### config.mk
export PLATFORM = sky130hd
export DESIGN_NAME = multicycle_controller
export DESIGN_NICKNAME = d
export VERILOG_FILES = /design/src/rtl/mc_pkg.sv /design/src/rtl/multicycle_controller_alu_decoder.sv /design/src/rtl/multicycle_controller.sv
export SDC_FILE = /design/constraint.sdc
export NUM_CORES = 1
export LEC_CHECK = 0
export BUFFER_PORTS_ARGS = -buffer_cell sky130_fd_sc_hd__clkbuf_2
export CAP_MARGIN = 5
export CORE_MARGIN = 2
export CORE_UTILIZATION = 35
export CTS_CLUSTER_SIZE = 12
export DETAILED_ROUTE_END_ITERATION = 8
export PLACE_DENSITY = 0.58
export REMOVE_ABC_BUFFERS = 1
export SKIP_CTS_REPAIR_TIMING = 1
export SLEW_MARGIN = 20
export SYNTH_ARGS = -nofsm -noshare
export SYNTH_HDL_FRONTEND = slang
export SYNTH_SLANG_ARGS = --single-unit
### constraint.sdc
create_clock -name clk -period 2.7 [get_ports clk]
set_input_delay 0.405 -clock clk [delete_from_list [all_inputs] [get_ports clk]]
set_output_delay 0.405 -clock clk [all_outputs]
set_load 0.05 [all_outputs]
### src/rtl/mc_pkg.sv
// ============================================================================
// Module      : mc_pkg
// Description : Shared types, opcodes and select encodings for the multicycle
//               RV32I control unit.
// Revision    : 1.0 - initial release
// ============================================================================
`default_nettype none

package mc_pkg;

    typedef enum logic [3:0] {
        FETCH    = 4'd0,
        DECODE   = 4'd1,
        MEMADR   = 4'd2,
        MEMREAD  = 4'd3,
        MEMWB    = 4'd4,
        MEMWRITE = 4'd5,
        EXECR    = 4'd6,
        EXECI    = 4'd7,
        ALUWB    = 4'd8,
        BEQ      = 4'd9,
        JAL      = 4'd10
    } state_t;

    localparam logic [6:0] OP_LW  = 7'b0000011;
    localparam logic [6:0] OP_SW  = 7'b0100011;
    localparam logic [6:0] OP_R   = 7'b0110011;
    localparam logic [6:0] OP_I   = 7'b0010011;
    localparam logic [6:0] OP_BEQ = 7'b1100011;
    localparam logic [6:0] OP_JAL = 7'b1101111;

    localparam logic [1:0] ALUOP_ADD   = 2'b00;
    localparam logic [1:0] ALUOP_SUB   = 2'b01;
    localparam logic [1:0] ALUOP_FUNCT = 2'b10;

    localparam logic [2:0] ALU_ADD = 3'b000;
    localparam logic [2:0] ALU_SUB = 3'b001;
    localparam logic [2:0] ALU_AND = 3'b010;
    localparam logic [2:0] ALU_OR  = 3'b011;
    localparam logic [2:0] ALU_SLT = 3'b101;

    localparam logic [1:0] RES_ALUOUT    = 2'b00;
    localparam logic [1:0] RES_DATA      = 2'b01;
    localparam logic [1:0] RES_ALURESULT = 2'b10;

    localparam logic [1:0] SRCA_PC    = 2'b00;
    localparam logic [1:0] SRCA_OLDPC = 2'b01;
    localparam logic [1:0] SRCA_A     = 2'b10;

    localparam logic [1:0] SRCB_WD   = 2'b00;
    localparam logic [1:0] SRCB_IMM  = 2'b01;
    localparam logic [1:0] SRCB_FOUR = 2'b10;

    localparam logic [1:0] IMM_I = 2'b00;
    localparam logic [1:0] IMM_S = 2'b01;
    localparam logic [1:0] IMM_B = 2'b10;
    localparam logic [1:0] IMM_J = 2'b11;

    typedef struct packed {
        logic       adr_src;
        logic       ir_write;
        logic       mem_write;
        logic       reg_write;
        logic       pc_update;
        logic       branch;
        logic [1:0] result_src;
        logic [1:0] alu_src_a;
        logic [1:0] alu_src_b;
        logic [1:0] alu_op;
    } ctl_t;

    // Moore control word for a state; anything not set stays 0.
    function automatic ctl_t state_ctl(input state_t s);
        ctl_t c;
        c = '0;
        case (s)
            FETCH: begin
                c.ir_write   = 1'b1;
                c.pc_update  = 1'b1;
                c.alu_src_a  = SRCA_PC;
                c.alu_src_b  = SRCB_FOUR;
                c.alu_op     = ALUOP_ADD;
                c.result_src = RES_ALURESULT;
            end
            DECODE: begin
                c.alu_src_a = SRCA_OLDPC;
                c.alu_src_b = SRCB_IMM;
                c.alu_op    = ALUOP_ADD;
            end
            MEMADR: begin
                c.alu_src_a = SRCA_A;
                c.alu_src_b = SRCB_IMM;
                c.alu_op    = ALUOP_ADD;
            end
            MEMREAD: begin
                c.adr_src    = 1'b1;
                c.result_src = RES_ALUOUT;
            end
            MEMWB: begin
                c.result_src = RES_DATA;
                c.reg_write  = 1'b1;
            end
            MEMWRITE: begin
                c.adr_src    = 1'b1;
                c.result_src = RES_ALUOUT;
                c.mem_write  = 1'b1;
            end
            EXECR: begin
                c.alu_src_a = SRCA_A;
                c.alu_src_b = SRCB_WD;
                c.alu_op    = ALUOP_FUNCT;
            end
            EXECI: begin
                c.alu_src_a = SRCA_A;
                c.alu_src_b = SRCB_IMM;
                c.alu_op    = ALUOP_FUNCT;
            end
            ALUWB: begin
                c.result_src = RES_ALUOUT;
                c.reg_write  = 1'b1;
            end
            BEQ: begin
                c.alu_src_a  = SRCA_A;
                c.alu_src_b  = SRCB_WD;
                c.alu_op     = ALUOP_SUB;
                c.result_src = RES_ALUOUT;
                c.branch     = 1'b1;
            end
            JAL: begin
                c.alu_src_a  = SRCA_OLDPC;
                c.alu_src_b  = SRCB_FOUR;
                c.alu_op     = ALUOP_ADD;
                c.result_src = RES_ALUOUT;
                c.pc_update  = 1'b1;
            end
            default: c = '0;
        endcase
        return c;
    endfunction

endpackage

`default_nettype wire

### src/rtl/multicycle_controller_alu_decoder.sv
// ============================================================================
// Module      : alu_decoder
// Description : Maps alu_op plus funct fields to the 3-bit ALU operation.
// Revision    : 1.0 - initial release
// ============================================================================
`default_nettype none

module alu_decoder
    import mc_pkg::*;
(
    input  logic [1:0] alu_op,
    input  logic [2:0] funct3,
    input  logic       op5,
    input  logic       funct7b5,
    output logic [2:0] alu_control
);

    always_comb begin
        alu_control = ALU_ADD;
        case (alu_op)
            ALUOP_ADD: alu_control = ALU_ADD;
            ALUOP_SUB: alu_control = ALU_SUB;
            ALUOP_FUNCT: begin
                case (funct3)
                    3'b000:  alu_control = (op5 & funct7b5) ? ALU_SUB : ALU_ADD;
                    3'b010:  alu_control = ALU_SLT;
                    3'b110:  alu_control = ALU_OR;
                    3'b111:  alu_control = ALU_AND;
                    default: alu_control = ALU_ADD;
                endcase
            end
            default: alu_control = ALU_ADD;
        endcase
    end

endmodule

`default_nettype wire

### src/rtl/multicycle_controller.sv
// ============================================================================
// Module      : multicycle_controller
// Description : Moore FSM control unit for the multicycle RV32I datapath.
//               Optional memory handshake enabled by MC_MEM_READY_EN.
// Revision    : 1.0 - initial release
// ============================================================================
`default_nettype none

module multicycle_controller
    import mc_pkg::*;
(
    input  logic       clk,
    input  logic       rst_n,
    input  logic [6:0] op,
    input  logic [2:0] funct3,
    input  logic       funct7b5,
    input  logic       zero,
`ifdef MC_MEM_READY_EN
    input  logic       mem_ready,
`endif
    output logic       pc_write,
    output logic       adr_src,
    output logic       mem_write,
    output logic       ir_write,
    output logic [1:0] result_src,
    output logic [1:0] alu_src_a,
    output logic [1:0] alu_src_b,
    output logic [2:0] alu_control,
    output logic [1:0] imm_src,
    output logic       reg_write,
    output logic       illegal_op
);

    state_t r_state;
    state_t w_next;
    ctl_t   r_ctl;
    logic   w_ready;
    logic   w_op_legal;
    logic   w_fetch_ok;

`ifdef MC_MEM_READY_EN
    assign w_ready = mem_ready;
`else
    assign w_ready = 1'b1;
`endif

    assign w_op_legal = (op == OP_LW) || (op == OP_SW) || (op == OP_R) ||
                        (op == OP_I)  || (op == OP_BEQ) || (op == OP_JAL);

    always_comb begin
        w_next = r_state;
        case (r_state)
            FETCH:    if (w_ready) w_next = DECODE;
            DECODE: begin
                case (op)
                    OP_LW, OP_SW: w_next = MEMADR;
                    OP_R:         w_next = EXECR;
                    OP_I:         w_next = EXECI;
                    OP_BEQ:       w_next = BEQ;
                    OP_JAL:       w_next = JAL;
                    default:      w_next = FETCH;
                endcase
            end
            MEMADR:   w_next = (op == OP_LW) ? MEMREAD : MEMWRITE;
            MEMREAD:  if (w_ready) w_next = MEMWB;
            MEMWB:    w_next = FETCH;
            MEMWRITE: if (w_ready) w_next = FETCH;
            EXECR:    w_next = ALUWB;
            EXECI:    w_next = ALUWB;
            ALUWB:    w_next = FETCH;
            BEQ:      w_next = FETCH;
            JAL:      w_next = ALUWB;
            default:  w_next = FETCH;
        endcase
    end

    // Control word is registered against the next state so outputs come
    // straight from flops; reset parks it on the FETCH word.
    always_ff @(posedge clk or negedge rst_n) begin
        if (!rst_n) begin
            r_state <= FETCH;
            r_ctl   <= state_ctl(FETCH);
        end else begin
            r_state <= w_next;
            r_ctl   <= state_ctl(w_next);
        end
    end

    alu_decoder u_alu_decoder (
        .alu_op      (r_ctl.alu_op),
        .funct3      (funct3),
        .op5         (op[5]),
        .funct7b5    (funct7b5),
        .alu_control (alu_control)
    );

    // Fetch-side enables wait for the memory; other states ignore mem_ready.
    assign w_fetch_ok = (r_state != FETCH) || w_ready;

    assign pc_write   = rst_n & ((r_ctl.pc_update & w_fetch_ok) | (r_ctl.branch & zero));
    assign ir_write   = rst_n & r_ctl.ir_write & w_fetch_ok;
    assign mem_write  = rst_n & r_ctl.mem_write;
    assign reg_write  = rst_n & r_ctl.reg_write;
    assign illegal_op = rst_n & (r_state == DECODE) & ~w_op_legal;

    assign adr_src    = r_ctl.adr_src;
    assign result_src = r_ctl.result_src;
    assign alu_src_a  = r_ctl.alu_src_a;
    assign alu_src_b  = r_ctl.alu_src_b;

    always_comb begin
        imm_src = IMM_I;
        case (op)
            OP_BEQ:  imm_src = IMM_B;
            OP_SW:   imm_src = IMM_S;
            OP_JAL:  imm_src = IMM_J;
            default: imm_src = IMM_I;
        endcase
    end

endmodule

`default_nettype wire

== After elaboration in Yosys (flattened, before gate mapping) ==
Cells that the tools add are included.

* Register bits: 18
* Logic and storage cells: 76
* Input bits: 14
* Output and inout bits: 17

* Mux-type cells: 15
* Bitwise logic cells: 10
* Equal/unequal tests: 27
* Reduce and logical (&&, ||, !) cells: 13

{| class="wikitable"
|+ Operators by type and width
! kind !! count
|-
| $pmux 6 s7 || 1
|-
| $pmux 4 s5 || 2
|-
| $eq 4x3->1 const B || 6
|-
| $eq 4x2->1 const B || 4
|-
| $eq 4x4->1 const B || 4
|-
| $eq 7x6->1 const B || 2
|-
| $eq 7x7->1 const B || 2
|-
| $pmux 3 s4 || 1
|-
| $and 1x1->1 || 8
|-
| $eq 4x1->1 const B || 2
|-
| $logic_not 4->1 || 2
|-
| $reduce_or 2->1 || 4
|-
| $eq 7x2->1 const B || 1
|-
| $eq 7x5->1 const B || 1
|-
| $mux 1 || 7
|-
| $eq 3x3->1 const B || 2
|-
| $pmux 2 s3 || 1
|-
| $pmux 3 s2 || 1
|-
| $logic_or 1x1->1 || 5
|-
| $pmux 2 s2 || 1
|-
| $eq 3x2->1 const B || 1
|-
| $logic_not 3->1 || 1
|-
| $mux 3 || 1
|-
| $reduce_or 3->1 || 1
|-
| 4 further kinds || 4
|}

== Depth between registers and ports, before layout ==
Gate-level depths: netlist of run 1.

* Depth in word-level cells: 8
* Depth in mapped cells: 6
* Mapped depth without buffers: 5

== By module ==
A second synthesis of run 1 with hierarchy kept.

* Cells, all modules: 92
* Area, all modules: 958.4 um^2

{| class="wikitable"
|+ By module, submodules not included
! module !! times used !! area an instance (um^2) !! cells each !! seq. area each (um^2)
|-
| multicycle_controller || 1 || 862.1 || 81 || 429.2
|-
| alu_decoder || 1 || 96.3 || 11 || 0.0
|}

== Worst setup path before layout of run 1 ==
No wires, ideal clock.

* Path kind: input -> output
* Start: in op[4]
* End: out illegal_op
* Setup slack: -0.115 ns
* Data arrival time: 2.410 ns
* Stages on the path: 3
* Required time: 2.295 ns
* Path buffers: 0
* Cells stage by stage: nand3b_1 > nor3_1 > nor3_1

* Cells in the longest elaborated chain, start to end: 8
* Elaborated cells on any way between the ends: 13
* Those cells by class: 6 x eq/ne; 2 x bitwise; 5 x reduce/logical

{| class="wikitable"
|+ Ends and longest elaborated chain
! item !! line !! text
|-
| from (decl) || multicycle_controller.sv:14 || <nowiki>input logic [6:0] op,</nowiki>
|-
| $eq 7x2->1 / $eq 7x6->1 (equally long branches) || multicycle_controller.sv:47 || <nowiki>assign w_op_legal = (op == OP_LW) || (op == OP_SW) || (op == OP_R) ||</nowiki>
|-
| $logic_or 1x1->1 (3 in series) || multicycle_controller.sv:47 ||
|-
| $logic_or 1x1->1 || multicycle_controller.sv:48 || <nowiki>(op == OP_I) || (op == OP_BEQ) || (op == OP_JAL);</nowiki>
|-
| $logic_or 1x1->1 (*) || multicycle_controller.sv:48 ||
|-
| $not 1->1 (*) || multicycle_controller.sv:104 || <nowiki>assign illegal_op = rst_n & (r_state == DECODE) & ~w_op_legal;</nowiki>
|-
| $and 1x1->1 (*) || multicycle_controller.sv:104 ||
|-
| to (decl) || multicycle_controller.sv:31 || <nowiki>output logic illegal_op</nowiki>
|}

Every way passes the cells marked *; elsewhere a longest branch is shown, timed or not.

== Worst setup path after layout of run 1 ==
* Start: in op[3]
* End: out imm_src[0]

* Cells in the longest elaborated chain, start to end: 2
* Elaborated cells on any way between the ends: 4
* Those cells by class: 3 x eq/ne; 1 x mux

{| class="wikitable"
|+ Ends and longest elaborated chain
! item !! line !! text
|-
| $eq 7x7->1 / $eq 7x6->1 (equally long branches) || multicycle_controller.sv:113 || <nowiki>case (op)</nowiki>
|-
| $pmux 2 s3 (*) || multicycle_controller.sv:113 ||
|-
| to (decl) || multicycle_controller.sv:29 || <nowiki>output logic [1:0] imm_src,</nowiki>
|}

Marks and branches as above.

==> impl_metrics.ini, run 1 <==
[clocking]
clockRootBuffer = clkbuf_4
cts_tree = done
cts.sinks = 17
clock_latency_ns = 0.29
clockBufferDepth = 2
htreeDepth = 1
clk_pin_slew_ns = 0.09
numCtsBuffers = 3

[synth]
synth_cells = 101
synthDistinctLibCells = 40
yosys-top-cells-area = dfrtp_1 36%, dfstp_2 8.0%, buf_4 4.6%, nor2_1 4.2%, inv_1 2.7%
synth_edf_count = 0
ys.flop_type = dfrtp_1
syn-cell-area_um2 = 980
synth.avg_cell_area_um2 = 9.70
yosysSeqAreaShare_pct = 43.8
synth_seq_cells = 17
ys_warn_count = 0
async_flop_share_pct = 100
yosysTopAreaCell = dfrtp_1
synth.top_cell.area_share_pct = 35.8

[sta]
hold_viol = 0
finalCritPeriodShare_pct = 82.8
fmax_mhz = 447
finalMaxSlewViolations = 0
hold_ws_ns = 0.501
report.final.setup_viol = 0
rsz0062_at_grt = no
slew_headroom_pct = 72.0
fin_skew_ns = 0.00669
fin_tns_setup_ns = 0
tightestPinTransition_ns = 0.420
min_period_ns = 2.24

[grt]
antenna_found_initial = 0
gr-total-overflow = 0
grt_pass1_vias = 755
track_usage_pct = 13.1
grt_first_pass_wirelength_um = 3360
grt_max_degree = 16

[routing]
wire_per_inst_um = 12.3
vias = 855
drt-initial-drc-count = 19
drc = 0
routed_via_density = 5.28
drt-pass1-iter-count = 4
ant_nets = 0
drt-total-wl_um = 1990

[die]
io_pins = 31
core.rowCount = 19
dieArea_um2 = 3240
fp.dieH_um = 56.9
start_util_pct = 36.1
die_w_um = 56.9
coreArea_um2 = 2710

[worst_setup_path]
arrival_ns = 1.83
r2r_cells = 5
r2r_start = r_state[1]
reg2reg_slack_ns = 0.76
crit_type = in2out
worstSetupEndpointType = output pin
critical_path.startpoint_type = primary input
crit_path_end = imm_src[0]
timing.rr.end = alu_src_a[1]
cp.required_ns = 2.30
critPathLaunch = op[3]
crit_fanout = 5

[final_layout]
fill_cells = 289
ff_latch_area_um2 = 429
layout.cells.non_filler = 162
nets = 148
drive_gt1_share_pct = 35.1
multiInputGateArea_um2 = 474
antenna_cells = 0
fin_util_pct = 43.2
area_growth_syn_to_layout_pct = 19.5

[power_and_ir_drop]
leakage_uw = 0.000586
ir_drop_uv = 481
p_per_area_nw_per_um2 = 739

[placed_design]
globalplace.congestion = 0.858
portBuffers = 30
dpl.hpwl_um = 1590
dp.cells = 157

[job]
maxCapViolCount = 0

[hold_path]
min_path_type = in2reg

[run_status]
outcome = finished, final reports clean
==> layout by cell type, fill, tap and decap left out, types with 2 or more instances in the layout <==
master    instances
nor3_1            2
clkbuf_4          3
nand2_1           6
nor3b_1           3
clkbuf_2         30
and2_1            4
o21ai_0           3
a21oi_1           5
a31oi_1           2
nor2b_1           2
ha_1              2
nor4b_1           2
dfstp_2           3
nor2_1           11
nand3b_1          2
dfrtp_1          14
inv_1             7
buf_4             2
nor4_1            2
and3_1            3
==> metrics by stage <==
stage | area (um^2) | worst slack (ns) | total power, uW
2_1_floorplan | 930 | -0.115 | 637
3_3_place_gp | 1130 | 0.555 | 736
3_5_place_dp | 1130 | 0.461 | 737
4_1_cts | 1160 | 0.450 | 870
5_1_grt | 1170 | 0.294 | 916
6_report | 1170 | 0.463 | 865
==> flip-flops by register name (all words and copies together), names as in the netlist <==
| register | count |
|---|---|
| alu_src_a | 2 |
| r_ctl | 7 |
| r_state | 4 |
| result_src | 1 |
| alu_src_b | 2 |
| adr_src | 1 |
==> report_power, final <==
group          internal (uW)  leakage, uW  switching [uW]
clock network           55.0    0.0000177            76.2
logic                    108     0.000349             274
registers                319     0.000219            33.7
==> how the worst min path moves through the flow <==
stage	start	end	cells after the start
detailed placement	rst_n	r_ctl[10]	1
CTS	rst_n	r_ctl[10]	1
finish	op[4]	r_ctl[1]	3
global route	op[4]	r_ctl[1]	3
global placement	rst_n	r_ctl[10]	1
floorplan	rst_n	adr_src	0
==> synthesized netlist by cell type (2+ instances only) <==
cell type / instances
a21oi_1: 5
nor2b_1: 2
nor4b_1: 2
nor3b_1: 3
buf_4: 6
nand3b_1: 2
inv_1: 7
and3_1: 3
o21ai_0: 3
dfstp_2: 3
and2_1: 4
nor3_1: 2
nor4_1: 2
a31oi_1: 2
nor2_1: 11
nand2_1: 6
dfrtp_1: 14
ha_1: 2
==> area by class of cell <==
| class | count | area share [%] |
|---|---|---|
| multi-input combinational | 70 | 40.5 |
| sequential | 17 | 36.6 |
| timing repair buffer | 33 | 15.0 |
| tap | 31 | 3.31 |
| inverter | 7 | 2.24 |
| clock buffer | 3 | 1.92 |
| clock inverter | 1 | 0.427 |
==> critical path, stage by stage <==
cell      delay [ns]
clkbuf_2        0.10
and4bb_1        0.38
nor2b_1         0.37
a21oi_1         0.08
nor3b_1         0.18
clkbuf_2        0.30
==> per-layer routing <==
| metal | track usage (%) | vias up | routed length (um) |
|---|---|---|---|
| li1 | - | 412 | - |
| met1 | 17.1 | 408 | 847 |
| met2 | 22.2 | 33 | 959 |
| met3 | 0.922 | 2 | 158 |
| met4 | 5.98 | 0 | 25 |
| met5 | 0 | - | 0 |
==> kinds of logic (layout without fill, tap and decap cells) <==
| logic type | after synthesis | in the layout | synth area share [%] |
|---|---|---|---|
| and+or+nand+nor | 50 | 50 | 33.2 |
| AOI/OAI and AO/OA | 17 | 17 | 11.7 |
| DFF | 17 | 17 | 43.8 |
| buffers and inverters | 14 | 44 | 7.79 |
| adders and majority gates | 2 | 2 | 2.55 |
| xor gates and xnor gates | 1 | 1 | 0.894 |
No activity file was read; power rests on OpenSTA's default activity.
==> run 2: changes to the inputs <==
- ABC_AREA: not set -> 1
- PLACE_DENSITY: 0.58 -> 0.6
- clock period: 2.7 -> 1.8 ns (I/O delays scaled with it)
==> run 2 against run 1 <==
Final cell count up 18%. Synthesized area is 3.2% higher. Clock power up 47%. Critical path depth unchanged. Sequential power is 45% higher. First-iteration DRC count decreased by 68%. Via count grew 0.23%. Highest routed layer unchanged. Clock skew is 0.0033 ns lower. Sequential share of layout area decreased by 1.9 points. Critical path type is now reg2out. Flip-flop and latch count unchanged.
==> impl_metrics.ini, run 2 <==
[clocking]
htreeDepth = 1
cts.sinks = 17
clockBufferDepth = 2
numCtsBuffers = 3
clk_pin_slew_ns = 0.09
clock_latency_ns = 0.29
clockRootBuffer = clkbuf_4
cts_tree = done

[final_layout]
antenna_cells = 0
layout.cells.non_filler = 191
nets = 177
largest_register = r_ctl
layout_common_cells = 27 x clkbuf_2, 26 x nand2_1, 19 x inv_1, 14 x dfrtp_1, 11 x nor2_1
reg_top3 = r_ctl (7), r_state (4)
mostFrequentLayoutCell = clkbuf_2
largest_reg_flops = 7
stdcell_area_um2 = 1230
area_growth_syn_to_layout_pct = 22.0
fill_cells = 297
drive_gt1_share_pct = 41.9

[placed_design]
place_area_um2 = 1170
globalplace.congestion = 0.828
dpl.hpwl_um = 1600
dp.cells = 185
portBuffers = 30

[worst_setup_path]
reg2reg_slack_ns = 0.40
crit_fanout = 5
cp.required_ns = 1.53
critical_path.startpoint_type = flop
r2r_start = r_state[3]
crit_type = reg2out
timing.rr.end = alu_src_b[0]
worstSetupEndpointType = output pin
critPathLaunch = r_state[3]
arrival_ns = 1.44
r2r_cells = 9

[sta]
fin_tns_setup_ns = 0
hold_viol = 0
report.final.setup_viol = 0
finalCritPeriodShare_pct = 95.0
slew_headroom_pct = 79.0
fmax_mhz = 585
tightestPinTransition_ns = 0.315
finalMaxSlewViolations = 0
min_period_ns = 1.71
fin_skew_ns = 0.00341
rsz0062_at_grt = yes

[run_status]
outcome = finished, final reports clean

[hold_path]
min_path_type = in2async

[synth]
synth.top_cell.area_share_pct = 34.7
synth_edf_count = 0
ys_warn_count = 0
synth_cells = 128
synth_seq_cells = 17
netlist_top_cells_count = 26 x nand2_1, 19 x inv_1, 14 x dfrtp_1, 11 x nor2_1, 9 x nand3_1
yosysMostFrequentCell = nand2_1
async_flop_share_pct = 100
ys.flop_type = dfrtp_1
yosys-top-cells-area = dfrtp_1 35%, nand2_1 9.7%, dfstp_2 7.8%, inv_1 7.1%, nand3_2 5.0%
yosysSeqAreaShare_pct = 42.5
syn-cell-area_um2 = 1010
synth.avg_cell_area_um2 = 7.90
yosysTopAreaCell = dfrtp_1
synthDistinctLibCells = 20

[grt]
met2_usage_pct = 22.4
grt_pass1_vias = 814
grt_first_pass_wirelength_um = 3180
grt_use_met1_pct = 14.4
antenna_found_initial = 0
grt_max_degree = 16
gr-total-overflow = 0
top_usage_layer = met2
track_usage_pct = 12.4
use_met3_pct = 3.35

[routing]
ant_nets = 0
drt-initial-drc-count = 6
drc = 0
routed_via_density = 4.49
drt-total-wl_um = 1850
wire_per_inst_um = 9.70
drt-pass1-iter-count = 4
vias = 857

[power_and_ir_drop]
swShare_pct = 45.1
leakage_uw = 0.000696
intPower_uw = 723
p_sw_uw = 595
power_frac_comb_pct = 46.7
ir_drop_uv = 640
clkPwrFrac_pct = 14.6
seqPwrFrac_pct = 38.7
p_per_area_nw_per_um2 = 1070
power_uw = 1320

[die]
die_w_um = 57.7
dieArea_um2 = 3330
core.rowCount = 19
start_util_pct = 36.7
fp.dieH_um = 57.7
io_pins = 31
coreArea_um2 = 2760

[job]
maxCapViolCount = 0
==> run 2: changes by cell type after synthesis, sizes merged, moves of 4 or more <==
cell   before  now
and2        4    0
and3        4    0
inv         7   26
nand2       6   32
nand3       0   14
nor2       11   17
==> run 2: final cells by class <==
cell class	count	area [um^2]	share of cell area (%)
multi-input cells	79	440	35.7
flip-flops and latches	17	429	34.8
repair buffers	34	198	16.0
inverters	26	100	8.11
well taps	31	38.8	3.14
clock buffers	3	22.5	1.83
clock inverters	1	5.00	0.406
==> run 2: metal layers <==
metal	up-vias	wire length, um
li1	454	-
met1	382	749
met2	17	989
met3	4	94
met4	0	19
met5	-	0
==> run 2: critical path, cell delays in order, from the launching register on <==
cell and delay [ns]:
dfrtp_1 0.40, nor2_2 0.16, inv_2 0.10, nor3_4 0.13, nand3_1 0.08, nor2_1 0.12
buf_6 0.17
==> run 2: worst max-delay path by stage <==
stage / end / slack (ns) / cells after the start
floorplan: alu_control[2] / -0.22 / 3
global placement: illegal_op / 0.31 / 6
detailed placement: illegal_op / 0.30 / 6
CTS: illegal_op / -0.03 / 6
global route: illegal_op / -0.01 / 6
finish: illegal_op / 0.09 / 6
==> run 2: cells by family after synthesis <==
family	share of synthesized area, %
flops	42.5
fa+ha+maj	2.47
simple gates	35.1
compound gates	5.57
buf+inv	14.4
==> run 2: through the flow <==
| stage | utilization, % | setup WS [ns] | hold WS (ns) |
|---|---|---|---|
| 3_5_place_dp | 42.4 | 0.295 | 0.187 |
| 4_1_cts | 43.4 | -0.0297 | -0.129 |
| 5_1_grt | 44.7 | -0.0120 | 0.0237 |
| 3_3_place_gp | 42.4 | 0.312 | 0.178 |
| 6_report | 44.7 | 0.0907 | 0.0309 |
| 2_1_floorplan | - | -0.217 | -0.0256 |
==> run 2: power by group through the flow <==
stage / sequential [uW] / clock [uW] / combinational, uW
6_report: 511 / 192 / 615
5_1_grt: 521 / 220 / 664
4_1_cts: 512 / 202 / 608
3_5_place_dp: 520 / 0 / 607
3_3_place_gp: 516 / 0 / 604
2_1_floorplan: 696 / 0 / 279
==> run 3: changes to the inputs <==
- clock period: 1.8 -> 1.4 ns (I/O delays scaled with it)
==> run 3 against run 2 <==
The run now ends with setup timing left. Core utilization is 8.8 points higher. Largest power group unchanged. Sequential share of layout area is 5.7 points lower. Critical path depth unchanged. Flip-flop and latch count is the same. First-iteration DRC count rose to 2.7 times the previous value. Clock skew down 0.0011 ns. Largest cell class unchanged. Sequential power grew 29%. Combinational power up 63%.
==> impl_metrics.ini, run 3 (synthesis gave the netlist of run 2 again) <==
[run_status]
outcome = finished, violations left
violations = setup timing

[placed_design]
dp_slack_ns = -0.0100
dp.cells = 192
dpl.hpwl_um = 1710
globalplace.congestion = 0.907
place_area_um2 = 1240
portBuffers = 30

[sta]
fin_skew_ns = 0.00233
fin_ws_ns = -0.256
slew_headroom_pct = 81.3
finalCritPeriodShare_pct = 118
min_period_ns = 1.66
rsz0062_at_grt = yes
tightestPinTransition_ns = 0.282
fin_tns_setup_ns = -1.16
fmax_mhz = 604
hold_viol = 0
finalMaxSlewViolations = 0
hold_ws_ns = 0.0175
report.final.setup_viol = 13

[power_and_ir_drop]
swShare_pct = 44.8
intPower_uw = 1050
ir_drop_uv = 1070
clkPwrFrac_pct = 13.1
p_sw_uw = 856
p_per_area_nw_per_um2 = 1290
leakage_uw = 0.000810
power_frac_comb_pct = 52.4
seqPwrFrac_pct = 34.4

[die]
coreArea_um2 = 2760
start_util_pct = 36.7
fp.dieH_um = 57.7
io_pins = 31
dieArea_um2 = 3330
die_w_um = 57.7
core.rowCount = 19

[clocking]
clock_latency_ns = 0.28
cts.sinks = 17
cts_tree = done
clk_pin_slew_ns = 0.09
clockBufferDepth = 2
htreeDepth = 1
clockRootBuffer = clkbuf_4
numCtsBuffers = 3

[final_layout]
mostFrequentLayoutCell = nand2_1
ff_latch_area_um2 = 429
largest_reg_flops = 7
layout_common_cells = 25 x nand2_1, 24 x clkbuf_2, 15 x buf_4, 14 x inv_1, 14 x dfrtp_1
fill_cells = 257
reg_top3 = r_ctl (7), r_state (4)
antenna_cells = 0
nets = 190
stdcell_area_um2 = 1480
multiInputGateArea_um2 = 549
layout.cells.non_filler = 204
drive_gt1_share_pct = 56.6
area_growth_syn_to_layout_pct = 46.2
largest_register = r_ctl

[hold_path]
min_path_type = in2async

[routing]
top_layer_used = met4
wire_per_inst_um = 11.7
drt-total-wl_um = 2380
drt-pass1-iter-count = 4
wl_met2_um = 1350
dr_wl_met3_um = 109
ant_nets = 0
vias = 937
drt-initial-drc-count = 16
routed_via_density = 4.59
drc = 0
wl_met1_um = 912

[grt]
grt_first_pass_wirelength_um = 3590
gr-total-overflow = 0
antenna_found_initial = 0
track_usage_pct = 13.7
grt_max_degree = 12
grt_pass1_vias = 875

[worst_setup_path]
crit_slowest_cell = dfrtp_1
cp_common_cell = nor2_2
max_stage_delay_ns = 0.40
critPathTopFamily = simple AND/OR/NAND/NOR gates
crit_path_cell_trace = nor2_2 -> inv_2 -> nor3_4 -> nand3_2 -> nor2_2 -> buf_12
worstSetupEndpointType = output pin
crit_buf_inv = 2
crit_type = reg2out
crit_fanout = 3
cp.required_ns = 1.19
critical_path.startpoint_type = flop
arrival_ns = 1.45

[job]
maxCapViolCount = 0
==> run 3: cell types whose count changed in the layout (fill, tap and decap cells not counted), moves of 4 or more <==
cell	previous run	this run
buf_6	2	6
inv_1	19	14
buf_4	3	15
nand3_1	9	5
inv_2	6	10
==> run 3: area by class of cell <==
cell class | instances | share of cell area (%)
Multi-Input combinational cell | 79 | 37.2
Tap cell | 31 | 2.62
Sequential cell | 17 | 29.0
Clock inverter | 1 | 0.339
Timing Repair Buffer | 47 | 22.4
Inverter | 26 | 6.94
Clock buffer | 3 | 1.52
==> run 3: metal layers <==
layer	up-vias	track usage, %
li1	476	-
met1	443	15.8
met2	16	24.8
met3	2	4.02
met4	0	2.99
met5	-	0
==> run 3: through the flow <==
| step | total power, uW | utilization [%] |
|---|---|---|
| after floorplan | 1250 | - |
| final | 1910 | 53.6 |
| after global placement | 1480 | 44.9 |
| after global routing | 2010 | 53.6 |
| after detailed placement | 1500 | 44.9 |
| after CTS | 1740 | 45.9 |
==> run 3: worst register-to-register path, cell delays in order, from the launching register on <==
cell and delay, ns:
dfrtp_1 0.40, nor2_2 0.16, inv_2 0.08, buf_4 0.14
nor2_4 0.16, inv_4 0.07, o21ai_4 0.21, nand3_2 0.13
nand3_2 0.10
==> run 3: worst paths after layout <==
path,startpoint,endpoint,slack [ns],depth (start not counted)
max in group asynchronous,rst_n,alu_src_a[0],0.85,2
setup / recovery,r_state[2],illegal_op,-0.26,6
setup reg to reg,r_state[2],alu_src_a[1],-0.10,8
hold reg to reg,r_state[0],result_src[0],0.61,2
min in group clk,op[3],r_ctl[1],0.33,4
hold / removal,rst_n,alu_src_b[1],0.02,1
==> run 3: power by group through the flow <==
| stage | clock network [uW] | registers, uW | logic (uW) |
|---|---|---|---|
| 6_report | 251 | 657 | 1000 |
| 5_1_grt | 285 | 668 | 1060 |
| 4_1_cts | 257 | 657 | 831 |
| 3_5_place_dp | 0 | 667 | 830 |
| 3_3_place_gp | 0 | 664 | 818 |
| 2_1_floorplan | 0 | 895 | 358 |
